$ cat config.mk
export PLATFORM = sky130hd
export DESIGN_NAME = uart_rx_fifo
export DESIGN_NICKNAME = d
export VERILOG_FILES = /design/src/rtl/uart_rx_fifo.sv
export SDC_FILE = /design/constraint.sdc
export NUM_CORES = 1
export LEC_CHECK = 0
export BUFFER_PORTS_ARGS = -buffer_cell sky130_fd_sc_hd__buf_4
export CAP_MARGIN = 20
export CORE_MARGIN = 1.5
export CORE_UTILIZATION = 50
export CTS_BUF_LIST = sky130_fd_sc_hd__clkbuf_4 sky130_fd_sc_hd__clkbuf_8
export CTS_CLUSTER_DIAMETER = 80
export DETAILED_ROUTE_END_ITERATION = 7
export HOLD_SLACK_MARGIN = 0.02
export PLACE_DENSITY = 0.75
export SLEW_MARGIN = 5
export SYNTH_ARGS = -nofsm -noshare
export SYNTH_HDL_FRONTEND = slang
export SYNTH_SLANG_ARGS = --single-unit
export TNS_END_PERCENT = 10
$ cat constraint.sdc
create_clock -name clk -period 3.9 [get_ports clk]
set_input_delay 0.78 -clock clk [delete_from_list [all_inputs] [get_ports clk]]
set_output_delay 0.78 -clock clk [all_outputs]
set_load 0.005 [all_outputs]
$ cat src/rtl/uart_rx_fifo.sv
// uart_rx pin -> 2-flop sync -> 8N1 deframer (8E1 with UART_RX_PARITY_EN) -> DEPTH-entry byte FIFO drained by bus reads.
// Bytes are readable one cycle after the stop-bit sample; a full FIFO drops new bytes and sets overrun.
module uart_rx_fifo #(
    parameter int CLKS_PER_BIT = 234,
    parameter int DEPTH        = 16
) (
    input  logic        clk,
    input  logic        reset,
    input  logic        uart_rx,
    input  logic        ren,
    input  logic [1:0]  address,
    output logic [31:0] data_out,
    output logic        rx_irq
);
    localparam int BW   = $clog2(CLKS_PER_BIT);
    localparam int AW   = $clog2(DEPTH);
    localparam int PW   = AW + 1;
    localparam int HALF = CLKS_PER_BIT / 2 - 1;
    localparam int FULL = CLKS_PER_BIT - 1;

    typedef enum logic [2:0] {
        IDLE,
        START,
        DATA,
`ifdef UART_RX_PARITY_EN
        PARITY,
`endif
        STOP,
        WAIT_HIGH
    } state_t;

    state_t          state, state_nxt;
    logic            sync1, rxs;
    logic [BW-1:0]   baud_cnt, baud_nxt;
    logic [2:0]      bit_cnt, bit_nxt;
    logic [7:0]      shift, shift_nxt;
    logic            stop_ok, stop_bad;
`ifdef UART_RX_PARITY_EN
    logic            par_bad, par_bad_nxt;
`endif

    logic [7:0]      mem [DEPTH];
    logic [PW-1:0]   wr_ptr, rd_ptr, wr_nxt, rd_nxt, count;
    logic            not_empty, full, pop, push, ovr_set, stat_rd;
    logic            overrun, frame_err;
    logic [4:0]      cnt_fld;

    always_comb begin
        state_nxt = state;
        baud_nxt  = baud_cnt + 1'b1;
        bit_nxt   = bit_cnt;
        shift_nxt = shift;
        stop_ok   = 1'b0;
        stop_bad  = 1'b0;
`ifdef UART_RX_PARITY_EN
        par_bad_nxt = par_bad;
`endif
        case (state)
            IDLE: begin
                baud_nxt = '0;
                if (!rxs) state_nxt = START;
            end
            START: begin
                // Resample at mid start bit so later samples land mid-bit
                if (baud_cnt == BW'(HALF)) begin
                    baud_nxt = '0;
                    if (!rxs) begin
                        state_nxt = DATA;
                        bit_nxt   = '0;
                    end else begin
                        state_nxt = IDLE;
                    end
                end
            end
            DATA: begin
                if (baud_cnt == BW'(FULL)) begin
                    baud_nxt           = '0;
                    shift_nxt[bit_cnt] = rxs;
                    bit_nxt            = bit_cnt + 3'd1;
                    if (bit_cnt == 3'd7) begin
`ifdef UART_RX_PARITY_EN
                        state_nxt = PARITY;
`else
                        state_nxt = STOP;
`endif
                    end
                end
            end
`ifdef UART_RX_PARITY_EN
            PARITY: begin
                if (baud_cnt == BW'(FULL)) begin
                    baud_nxt    = '0;
                    par_bad_nxt = rxs ^ (^shift);
                    state_nxt   = STOP;
                end
            end
`endif
            STOP: begin
                if (baud_cnt == BW'(FULL)) begin
                    baud_nxt = '0;
                    if (rxs) begin
                        state_nxt = IDLE;
`ifdef UART_RX_PARITY_EN
                        if (par_bad) stop_bad = 1'b1;
                        else         stop_ok  = 1'b1;
`else
                        stop_ok = 1'b1;
`endif
                    end else begin
                        stop_bad  = 1'b1;
                        state_nxt = WAIT_HIGH;
                    end
                end
            end
            WAIT_HIGH: begin
                baud_nxt = '0;
                if (rxs) state_nxt = IDLE;
            end
            default: state_nxt = IDLE;
        endcase
    end

    assign not_empty = (wr_ptr != rd_ptr);
    assign full      = (wr_ptr[AW] != rd_ptr[AW]) && (wr_ptr[AW-1:0] == rd_ptr[AW-1:0]);
    assign count     = wr_ptr - rd_ptr;
    assign pop       = ren && (address == 2'd0) && not_empty;
    assign stat_rd   = ren && (address == 2'd1);
    // A same-edge pop frees a slot, so fullness is judged after the pop
    assign push      = stop_ok && (!full || pop);
    assign ovr_set   = stop_ok && full && !pop;
    assign wr_nxt    = wr_ptr + PW'(push);
    assign rd_nxt    = rd_ptr + PW'(pop);
    assign cnt_fld   = (32'(count) > 32'd31) ? 5'd31 : 5'(count);

    always_ff @(posedge clk) begin
        if (reset) begin
            sync1     <= 1'b1;
            rxs       <= 1'b1;
            state     <= IDLE;
            baud_cnt  <= '0;
            bit_cnt   <= '0;
            shift     <= '0;
            wr_ptr    <= '0;
            rd_ptr    <= '0;
            overrun   <= 1'b0;
            frame_err <= 1'b0;
            rx_irq    <= 1'b0;
`ifdef UART_RX_PARITY_EN
            par_bad   <= 1'b0;
`endif
        end else begin
            sync1     <= uart_rx;
            rxs       <= sync1;
            state     <= state_nxt;
            baud_cnt  <= baud_nxt;
            bit_cnt   <= bit_nxt;
            shift     <= shift_nxt;
            wr_ptr    <= wr_nxt;
            rd_ptr    <= rd_nxt;
            overrun   <= ovr_set  | (overrun   & ~stat_rd);
            frame_err <= stop_bad | (frame_err & ~stat_rd);
            rx_irq    <= (wr_nxt != rd_nxt);
`ifdef UART_RX_PARITY_EN
            par_bad   <= par_bad_nxt;
`endif
        end
    end

    always_ff @(posedge clk) begin
        if (!reset && push) mem[wr_ptr[AW-1:0]] <= shift;
    end

    always_comb begin
        data_out = '0;
        if (!reset) begin
            case (address)
                2'd0:    if (not_empty) data_out = {24'b0, mem[rd_ptr[AW-1:0]]};
                2'd1:    data_out = {16'b0, overrun, frame_err, 1'b0, cnt_fld, 7'b0, not_empty};
                default: data_out = '0;
            endcase
        end
    end
endmodule

**Yosys cells after proc, flatten, opt, wreduce, memory -nomap -nowiden**

Memory sizes are Yosys's and may differ from the RTL's. A register that Yosys moved wholly into a read port is not among the register bits.
Index checks and enable logic that the tools add are counted.

- Output and inout bits: 33
- RAM bits: 128
- Flip-flop bits (word level): 37
- Memories kept: 1
- Word-level logic and storage cells: 95

- Bitwise gates (word level): 5
- $lt $le $gt $ge: 2
- Eq/ne operators: 19
- Mux-type cells: 31
- Add/subtract/negate cells: 5
- Reduce and logical (&&, ||, !) cells: 21

Memories:

| name | depth | bits a word | read ports | clocked after memory_dff | wr ports | RTL line | text |
|---|---|---|---|---|---|---|---|
| mem | 16 | 8 | 1 | 1 | 1 | 42 | `logic [7:0] mem [DEPTH];` |

Operators with widths:

| operator | count |
|---|---|
| $pmux 32 s2 | 1 |
| $mux 32 | 1 |
| $mux 3 | 10 |
| $mux 8 | 3 |
| $pmux 8 s3 | 1 |
| $pmux 3 s5 | 1 |
| $ne 2x2->1 const B | 7 |
| $add 5x1->5 | 2 |
| $ne 5x5->1 | 2 |
| $logic_and 1x1->1 | 9 |
| $mux 1 | 9 |
| $add 8x1->8 const B | 1 |
| $bwmux 8 | 1 |
| $eq 8x7->1 const B | 1 |
| $eq 8x8->1 const B | 1 |
| $eq 3x2->1 const B | 2 |
| $eq 3x3->1 const B | 2 |
| $pmux 3 s2 | 1 |
| $reduce_and 6->1 | 1 |
| $sub 5x5->5 | 1 |
| $eq 4x4->1 | 1 |
| $lt 3x4->1 const B | 1 |
| $mux 4 | 1 |
| $reduce_and 4->1 | 1 |
| other kinds (17) | 22 |

**Depth between registers and ports, before layout**

Gate-level depths: netlist of the first run.

- Word-level depth: 8
- Gate-level depth with buffers: 13

**Least setup slack after synthesis of the first run**

No wires, ideal clock.

- Kind: register -> output
- Start point: register rd_ptr[2]
- End point: output port data_out[1]
- Setup slack: 893 ps
- Stages on the path, launching flop included: 9
- Arrival: 2227 ps
- Cell sequence: dfxtp_1 > buf_2 > clkinv_1 > ha_1 > and4_1 > and2_1 > or4_1 > buf_2 > a311oi_2

- Word-level cells in the longest chain between the ends: 4

Ends and longest elaborated chain:

| what | RTL line | text |
|---|---|---|
| start: declaration | 43 | `logic [PW-1:0] wr_ptr, rd_ptr, wr_nxt, rd_nxt, count;` |
| start signal: assignment | 159 | `rd_ptr <= rd_nxt;` |
| $ne 5x5->1 | 123 | `assign not_empty = (wr_ptr != rd_ptr);` |
| $mux 8 | 177 | `2'd0: if (not_empty) data_out = {24'b0, mem[rd_ptr[AW-1:0]]};` |
| $pmux 32 s2 | 176 | `case (address)` |
| $mux 32 | 175 | `if (!reset) begin` |
| end: declaration | 12 | `output logic [31:0] data_out,` |

Every way passes these cells.

**Worst setup path in the final report of the first run**

- Start point: register rd_ptr[2]
- End point: output port data_out[3]

The elaborated chain is that of the path after synthesis.

==> metrics.txt, run 1 <==
width of the die=124 um; crit path capture type=output port; number of I/O pins=39; FMAX=274 MHz; DRC violation total after the first TritonRoute iteration=313; first-pass detailed-route iteration total=5; Net count, final=544; CTS tree=built; Startpoint Class=register; Port Buf Inserts=21; setup slack of the most critical reg-to-reg path=0.85 ns; final number of hold-violating endpoints=0; detailed-route wire length per cell=19.1 um; Total Negative Setup Slacks=0 ns; hold_buf cts=0; clk buf depth=2; number of global-route vias before repair=about 4200; status=completed; number of synthesized flops with an enable pin=128; final-report max-slew violation count=0; fin crit share=93.4%; area share of the leading cell type in the synthesized netlist=between 50% and 60%; H-tree levels=4; critical-path maximum fanout=8; Via Count=4152; Power Density=~380 mW/mm^2; most common flop cell mapped by yosys=sky130_fd_sc_hd__edfxtp_1; sequential element share of the synthesized area=between 60% and 70%; CTS buffer count=17; relative max-transition margin=41.5%; worst path setup slack after routing=0.257 ns; starting density of the core=51.8%; dpl ws=0.570 ns; Netlist Area Pre-Place=0.00731 mm^2; area growth from synthesis to layout=7.83%; Std-Cell Core Area=0.0141 mm^2; Rows=43; number of synthesis warnings=0; post-layout utilization of the core=55.9%; most frequent cells in the layout=128 x sky130_fd_sc_hd__edfxtp_1, 44 x sky130_fd_sc_hd__nand2_1, 37 x sky130_fd_sc_hd__nor2_1, 36 x sky130_fd_sc_hd__dfxtp_1; Routability Congestion=0.957; final wirelength=between 10 and 15 mm; number of max-cap violations=0; cell type group with the largest total delay on the critical path=simple AND/OR/NAND/NOR gates; post-synthesis register bit count=165; wire length of the first global-routing pass=22.5 mm; Detailed Place HPWL=9.35 mm; Die ar.=0.0153 mm^2; # fillers=1119; Slowest Stage Delay on Critical Path=around 0.51 ns; RSZ-0062 raised after global routing=false; Die Ht=between 100 and 150 um; Min-Delay Path Class=reg2reg; root cell of the clock tree=sky130_fd_sc_hd__clkbuf_8; cell at the slowest stage of the critical path=sky130_fd_sc_hd__or4_4; final setup fails=0; worst setup path class=reg2out; worst path arrival time=between 2 and 3 ns; Leakage Power=2.60 nW; Gate Count Post-Synth=503; Vias/cell=5.78; Cell Chain, Critical Path=clkinv_1 -> ha_1 -> and4_1 -> and2_1 -> or4_4 -> a311oi_2 -> buf_4; antenna violations before repair=0; global-route congestion overflow total=0; commonest non-fill, non-tap cell in the layout=sky130_fd_sc_hd__edfxtp_1; WP buf/inv=2; register clock-pin slew on the reported worst setup and hold paths=approximately 0.080 ns; required time of the critical path=3.12 ns; Tightest Pin Transition=0.874 ns; number of remaining DRC errors=0; asr flop ratio synth=0%; cell type with the largest total area after synthesis=sky130_fd_sc_hd__edfxtp_1; clk_skew=roughly 0.0099 ns; remaining number of nets flagged by the antenna check after routing=0; maximum vdd drop=between 0.0002 and 0.00025 V; post-layout min period=3.64 ns; share of final-layout standard cells stronger than drive strength 1=roughly a fifth; pin count of the biggest net entering global routing=38; total track usage=19.9%; clock network latency to the later pin of the worst-skew pair=0.44 ns; count of distinct cell types in the synthesized netlist=61; number of antenna repair diodes=0; syn_area_per_cell=14.5 um^2; # clock sinks=165; Synth area leaders=sky130_fd_sc_hd__edfxtp_1 53%, sky130_fd_sc_hd__dfxtp_1 10%, sky130_fd_sc_hd__mux4_2 9.6%, sky130_fd_sc_hd__nand2_1 2.3%, sky130_fd_sc_hd__buf_4 2.2%
[cell families (layout without fill, tap and decap cells)]
logic type | count (synthesis) | after routing | share of synthesized area, %
flip-flops | 165 | 165 | 62.8
XOR/XNOR | 21 | 21 | 2.89
adder cells (fa/ha/maj) | 13 | 13 | 2.33
AND/OR/NAND/NOR | 159 | 159 | 11.5
multiplexers | 34 | 34 | 9.98
buffers and inverters | 57 | 76 | 4.95
AO/OA/AOI/OAI | 53 | 53 | 5.58
other | 1 | 17 | 0.0513
[synthesized netlist by cell type, drive strengths merged, types with 3 or more instances]
master / instances
clkbuf: 7
dfxtp: 37
nor3b: 4
nor2b: 8
mux4: 31
nand4: 9
buf: 36
o31ai: 4
ha: 12
nand2b: 4
and3: 13
inv: 11
nand3: 8
a21boi: 3
nor3: 9
nand4b: 3
and4: 3
a311oi: 8
o21ai: 7
or4: 3
edfxtp: 128
nor2: 37
xnor2: 12
a21oi: 18
xor2: 7
and2: 4
or2: 3
nand2: 44
[final cells by class]
| class | instances | area [um^2] | share of cell area [%] |
|---|---|---|---|
| Sequential cell | 165 | 4590 | 58.2 |
| Multi-Input combinational cell | 297 | 2420 | 30.8 |
| Clock buffer | 17 | 234 | 2.97 |
| Timing Repair Buffer | 31 | 233 | 2.95 |
| Tap cell | 180 | 225 | 2.86 |
| Clock inverter | 15 | 128 | 1.62 |
| Inverter | 13 | 48.8 | 0.619 |
[power by group]
group          internal (mW)  switching (mW)  total [mW]
sequential              1.87         0.00310        1.87
clock                  0.508           0.613        1.12
combinational        0.00754          0.0183      0.0258
[path summary, 6_finish.rpt]
kind / cells after the start / end / from
setup / recovery: 7 / data_out[3] / rd_ptr[2]
hold / removal: 1 / rxs / sync1
setup reg to reg: 11 / rx_irq / rd_ptr[2]
hold reg to reg: 1 / rxs / sync1
[what timing repair did]
| action | in CTS | in global routing |
|---|---|---|
| endpoints found under the setup margin | 0 | 2 |
| gates resized for setup | 0 | 1 |
| buffers inserted | 0 | 0 |
[metrics by stage]
stage          total power, mW  hold slack, ns  area (um^2)  std cells
4_1_cts                   3.03           0.428         7870        718
3_3_place_gp              1.93           0.395         7510        686
3_5_place_dp              1.93           0.405         7510        686
5_1_grt                   3.10           0.449         7880        718
6_report                  3.02           0.420         7880        718
2_1_floorplan             1.94           0.389         7370        519
[state kept, by name, summed over array words and instances, names as in the netlist]
name,cells
rx_irq,1
wr_ptr,5
mem,128
baud_cnt,8
frame_err,1
sync1,1
shift,8
state,3
rxs,1
bit_cnt,3
overrun,1
rd_ptr,5
[routing by layer]
metal  vias to the layer above  global-route usage [%]  share of wire [%]
met5                         -                       0                  0
met4                         0                    8.26                2.3
met3                        27                    3.85                5.1
met2                       129                    34.7                 53
met1                      2090                    24.4                 40
li1                       1906                       -                  -
(Power assumes the default switching activity.)
==> run 2, diff against run 1 <==
ABC_AREA = 1   (was unset)
==> metrics.txt, run 2 <==
Synth area leaders=sky130_fd_sc_hd__edfxtp_1 52%, sky130_fd_sc_hd__dfxtp_1 10%, sky130_fd_sc_hd__nor2_1 5.5%, sky130_fd_sc_hd__nand2_1 4.8%, sky130_fd_sc_hd__o21ai_0 4.4%; area share of the leading cell type in the synthesized netlist=52.3%; simple-gate portion of the synthesized area=16.7%; post-synthesis mux area share=0%; RSZ-0062 raised after global routing=false; Die ar.=0.0154 mm^2; commonest cells in the synthesized netlist=128 x sky130_fd_sc_hd__edfxtp_1, 108 x sky130_fd_sc_hd__nor2_1, 94 x sky130_fd_sc_hd__nand2_1, 65 x sky130_fd_sc_hd__inv_1, 64 x sky130_fd_sc_hd__o21ai_0; CTS buffer count=17; Power Density=425 mW/mm^2; number of cells in the finished layout apart from fillers=between 900 and 1000; synthesized-area fraction occupied by adder cells=2.31%; clock power share=37.1%; detailed-route wire length per cell=16.6 um; worst hold slack after final layout=0.444 ns; cell type with the largest total area after synthesis=sky130_fd_sc_hd__edfxtp_1; compound-cell area share of the yosys netlist=9.99%; Die Ht=124 um; Pwr Total=around 3.4 mW; fin crit share=89.8%; crit path capture type=output port; Slowest Stage Delay on Critical Path=0.36 ns; H-tree levels=4; wire length of the first global-routing pass=24.9 mm; most frequent cells in the layout=128 x sky130_fd_sc_hd__edfxtp_1, 108 x sky130_fd_sc_hd__nor2_1, 94 x sky130_fd_sc_hd__nand2_1, 65 x sky130_fd_sc_hd__inv_1, 64 x sky130_fd_sc_hd__o21ai_0; Net count, final=749; XOR/XNOR share of the synthesized area=1.67%; cell at the slowest stage of the critical path=sky130_fd_sc_hd__ha_1; final setup fails=0; post-synthesis register bit count=~170; area growth from synthesis to layout=8.88%; number of I/O pins=39; Routability Congestion=0.893; width of the die=124 um; register share of total power=56.0%; switching share of power=roughly a quarter; DRC violation total after the first TritonRoute iteration=585; post_cts resized=0; worst setup path class=reg2out; Leakage Power=2.87 nW; starting density of the core=a little over 50%; syn_area_per_cell=10.3 um^2; clk_skew=between 0.01 and 0.015 ns; cell type group with the largest total delay on the critical path=buffers and inverters; count of distinct cell types in the synthesized netlist=35; root cell of the clock tree=sky130_fd_sc_hd__clkbuf_8; clock network latency to the later pin of the worst-skew pair=0.47 ns; share of final-layout standard cells stronger than drive strength 1=11.3%; hold_buf cts=0; Detailed Place HPWL=10.2 mm; net switching power=0.796 mW; number of antenna repair diodes=0; maximum vdd drop=0.000312 V; Vias/cell=roughly 5.6; sequential element share of the synthesized area=62.3%; antenna violations before repair=0; post-layout min period=3.50 ns; worst path arrival time=2.72 ns; total track usage=roughly 21%; internal power consumption=between 2 and 3 mW; required time of the critical path=3.12 ns; Port Buf Inserts=21; post-CTS setup buffers=0; final number of hold-violating endpoints=0; dominant combinational cell family by area after synthesis=simple AND/OR/NAND/NOR gates; Rows=44; Netlist Area Pre-Place=roughly 0.0074 mm^2; commonest non-fill, non-tap cell in the layout=sky130_fd_sc_hd__edfxtp_1; Tightest Pin Transition=about 0.93 ns; number of cells in the design after placement=895; Gate Count Post-Synth=712; global-route congestion overflow total=0; post-layout utilization of the core=55.5%; register clock-pin slew on the reported worst setup and hold paths=0.08 ns; Via Count=about 5000; CTS tree=built; most used standard cell by instance count after synthesis=sky130_fd_sc_hd__edfxtp_1; final-report max-slew violation count=0; FMAX=286 MHz; number of global-route vias before repair=4899; power share of the combinational group=6.9%; number of remaining DRC errors=0; worst path setup slack after routing=just under 0.4 ns; asr flop ratio synth=0%; # clock sinks=~170; most common flop cell mapped by yosys=sky130_fd_sc_hd__edfxtp_1; final wirelength=15.4 mm; number of synthesized flops with an enable pin=roughly 130; pin count of the biggest net entering global routing=80; first-pass detailed-route iteration total=5; cell area after layout=0.00801 mm^2; clk buf depth=2; dpl ws=0.639 ns; remaining number of nets flagged by the antenna check after routing=0; Min-Delay Path Class=reg2reg; Cell Chain, Critical Path=buf_4 -> inv_1 -> ha_1 -> nand2_1 -> nor2_1 -> nand2_1 -> nand3_1 -> nor2_1 -> inv_1 -> a21oi_1 -> buf_4; number of synthesis warnings=0; WP buf/inv=4; Placed Area=0.00759 mm^2; Startpoint Class=register; relative max-transition margin=37.7%; number of max-cap violations=0; flip-flop count of the largest register after layout=~130; status=completed; Std-Cell Core Area=0.0144 mm^2; Total Negative Setup Slacks=0 ns; critical-path maximum fanout=12
## run 2: logic make-up after synthesis
group                      count (synthesis)
AOI/OAI and AO/OA                        130
buffers and inverters                    112
other                                      1
and+or+nand+nor                          277
xor gates and xnor gates                  14
adders and majority gates                 13
DFF                                      165
## run 2: area by class of cell
type | count | area (um^2)
inverters | 68 | 255
clock inverters | 10 | 120
flip-flops and latches | 165 | 4590
repair buffers | 27 | 203
multi-input cells | 451 | 2320
well taps | 184 | 230
clock buffers | 22 | 297
fillers | 1187 | 6420
## run 2: worst paths after layout
path | startpoint | end | slack (ns) | cells past startpoint
min | sync1 | rxs | 0.44 | 1
min reg2reg | sync1 | rxs | 0.44 | 1
max reg2reg | rd_ptr[3] | rx_irq | 0.44 | 21
max | rd_ptr[3] | data_out[3] | 0.40 | 11
## run 2: metal layers
metal	GRT usage, %	share of wire (%)	up-vias
met2	35.2	50	206
met3	4.68	6.0	47
met1	25.1	40	2455
met5	0	0	-
li1	-	-	2446
met4	9.06	3.3	0
## run 2: power by group through the flow
| stage | combinational [mW] | sequential (mW) | clock [mW] |
|---|---|---|---|
| after floorplan | 0.207 | 1.94 | 0 |
| after global routing | 0.267 | 1.91 | 1.35 |
| final | 0.236 | 1.91 | 1.26 |
| after CTS | 0.236 | 1.91 | 1.27 |
| after detailed placement | 0.236 | 1.95 | 0 |
| after global placement | 0.226 | 1.94 | 0 |
==> run 3, diff against run 2 <==
CORE_UTILIZATION = 59   (was 50)
PLACE_DENSITY = 0.85   (was 0.75)
TNS_END_PERCENT = 30   (was 10)
==> metrics.txt, run 3 (synthesis results as in run 2) <==
required time of the critical path=about 3.1 ns; final-report max-slew violation count=0; clk_skew=~0.015 ns; relative max-transition margin=41.6%; Net count, final=747; number of global-route vias before repair=4981; Worst Hold Depth=1; Die ar.=0.0131 mm^2; register clock-pin slew on the reported worst setup and hold paths=around 0.08 ns; DRC violation total after the first TritonRoute iteration=between 600 and 700; commonest non-fill, non-tap cell in the layout=sky130_fd_sc_hd__edfxtp_1; share of final-layout standard cells stronger than drive strength 1=11.1%; crit path capture type=output port; post_cts resized=0; critical-path maximum fanout=12; remaining number of nets flagged by the antenna check after routing=0; Pwr Total=around 3.5 mW; number of cells on the worst reg-to-reg path=21; Total Negative Setup Slacks=0 ns; width of the die=115 um; Via Count=5099; # clock sinks=between 150 and 200; total track usage=about a quarter; final setup fails=0; root cell of the clock tree=sky130_fd_sc_hd__clkbuf_8; CTS tree=built; clock network latency to the later pin of the worst-skew pair=0.46 ns; wire length of the first global-routing pass=24.9 mm; post-layout min period=3.44 ns; Min-Delay Path Class=reg2reg; CTS buffer count=17; pin count of the biggest net entering global routing=80; antenna violations before repair=0; final wirelength=between 15 and 20 mm; Power Density=438 mW/mm^2; detailed-route wire length per cell=~17 um; starting density of the core=61.0%; maximum vdd drop=0.000325 V; number of antenna repair diodes=0; RSZ-0062 raised after global routing=false; cell area after layout=0.00801 mm^2; hold_buf cts=0; global-route congestion overflow total=0; status=completed; post-CTS setup buffers=0; H-tree levels=4; first-pass detailed-route iteration total=6; Std-Cell Core Area=0.0121 mm^2; most frequent cells in the layout=128 x sky130_fd_sc_hd__edfxtp_1, 108 x sky130_fd_sc_hd__nor2_1, 94 x sky130_fd_sc_hd__nand2_1, 65 x sky130_fd_sc_hd__inv_1, 64 x sky130_fd_sc_hd__o21ai_0; Rows=40; worst path arrival time=2.66 ns; Detailed Place HPWL=10.4 mm; worst setup path class=reg2out; fin crit share=88.1%; flip-flop count of the largest register after layout=128; Startpoint Class=register; number of max-cap violations=0; area growth from synthesis to layout=8.88%; Die Ht=115 um; number of remaining DRC errors=0; Leakage Power=2.88 nW; Placed Area=0.00756 mm^2; clk buf depth=2; number of I/O pins=39; Routability Congestion=0.908; Tightest Pin Transition=0.876 ns; FMAX=just under 300 MHz; final number of hold-violating endpoints=0; Vias/cell=5.61; Port Buf Inserts=21
run 3: changes by cell type in the layout (fill, tap and decap cells not counted):
cell and delta:
sky130_fd_sc_hd__clkinv_2 +2, sky130_fd_sc_hd__clkinvlp_4 -1, sky130_fd_sc_hd__inv_6 -2, sky130_fd_sc_hd__buf_4 -2, sky130_fd_sc_hd__clkbuf_4 +1, sky130_fd_sc_hd__clkinv_4 -2, sky130_fd_sc_hd__bufinv_16 +2
run 3: final timing paths:
check | startpoint | end | slack (ns)
max | rd_ptr[3] | data_out[7] | 0.46
max reg2reg | rd_ptr[3] | rx_irq | 0.63
min | sync1 | rxs | 0.42
min reg2reg | sync1 | rxs | 0.42
run 3: worst max-delay path, cell delays in order, from the launching register on:
cell                      delay, ns
sky130_fd_sc_hd__dfxtp_1       0.30
sky130_fd_sc_hd__buf_4         0.17
sky130_fd_sc_hd__inv_1         0.31
sky130_fd_sc_hd__ha_1          0.35
sky130_fd_sc_hd__nand2_1       0.10
sky130_fd_sc_hd__nor2_1        0.05
sky130_fd_sc_hd__nand2_1       0.11
sky130_fd_sc_hd__nand3_1       0.10
sky130_fd_sc_hd__nor2_1        0.13
sky130_fd_sc_hd__inv_1         0.16
sky130_fd_sc_hd__a21oi_1       0.25
sky130_fd_sc_hd__buf_4         0.16
run 3: final cells by class:
type                            count  area [um^2]
Sequential cell                   165         4590
Inverter                           68          255
Fill cell                         881         4050
Clock buffer                       23          304
Clock inverter                      9          148
Tap cell                          168          210
Timing Repair Buffer               25          188
Multi-Input combinational cell    451         2320
run 3: per-layer routing:
layer	vias to the layer above	track usage [%]	wire (um)
li1	2443	-	-
met1	2390	32.5	6490
met2	234	41.9	7570
met3	32	5.24	1150
met4	0	11.9	432
met5	-	0	0
run 3: power breakdown:
group / internal, mW / switching [mW]
sequential: 1.89 / 0.0236
clock: 0.776 / 0.580
combinational: 0.0772 / 0.167
total: 2.74 / 0.770
run 3: per-stage QoR:
step                      worst slack (ns)  cells  util, %  hold slack (ns)
after floorplan                       1.09    728        -            0.389
after global placement               0.951    877     62.6            0.393
after detailed placement             0.737    877     62.6            0.399
after CTS                            0.486    909     66.4            0.419
after global routing                 0.304    909     66.4            0.432
final                                0.464    909     66.4            0.415
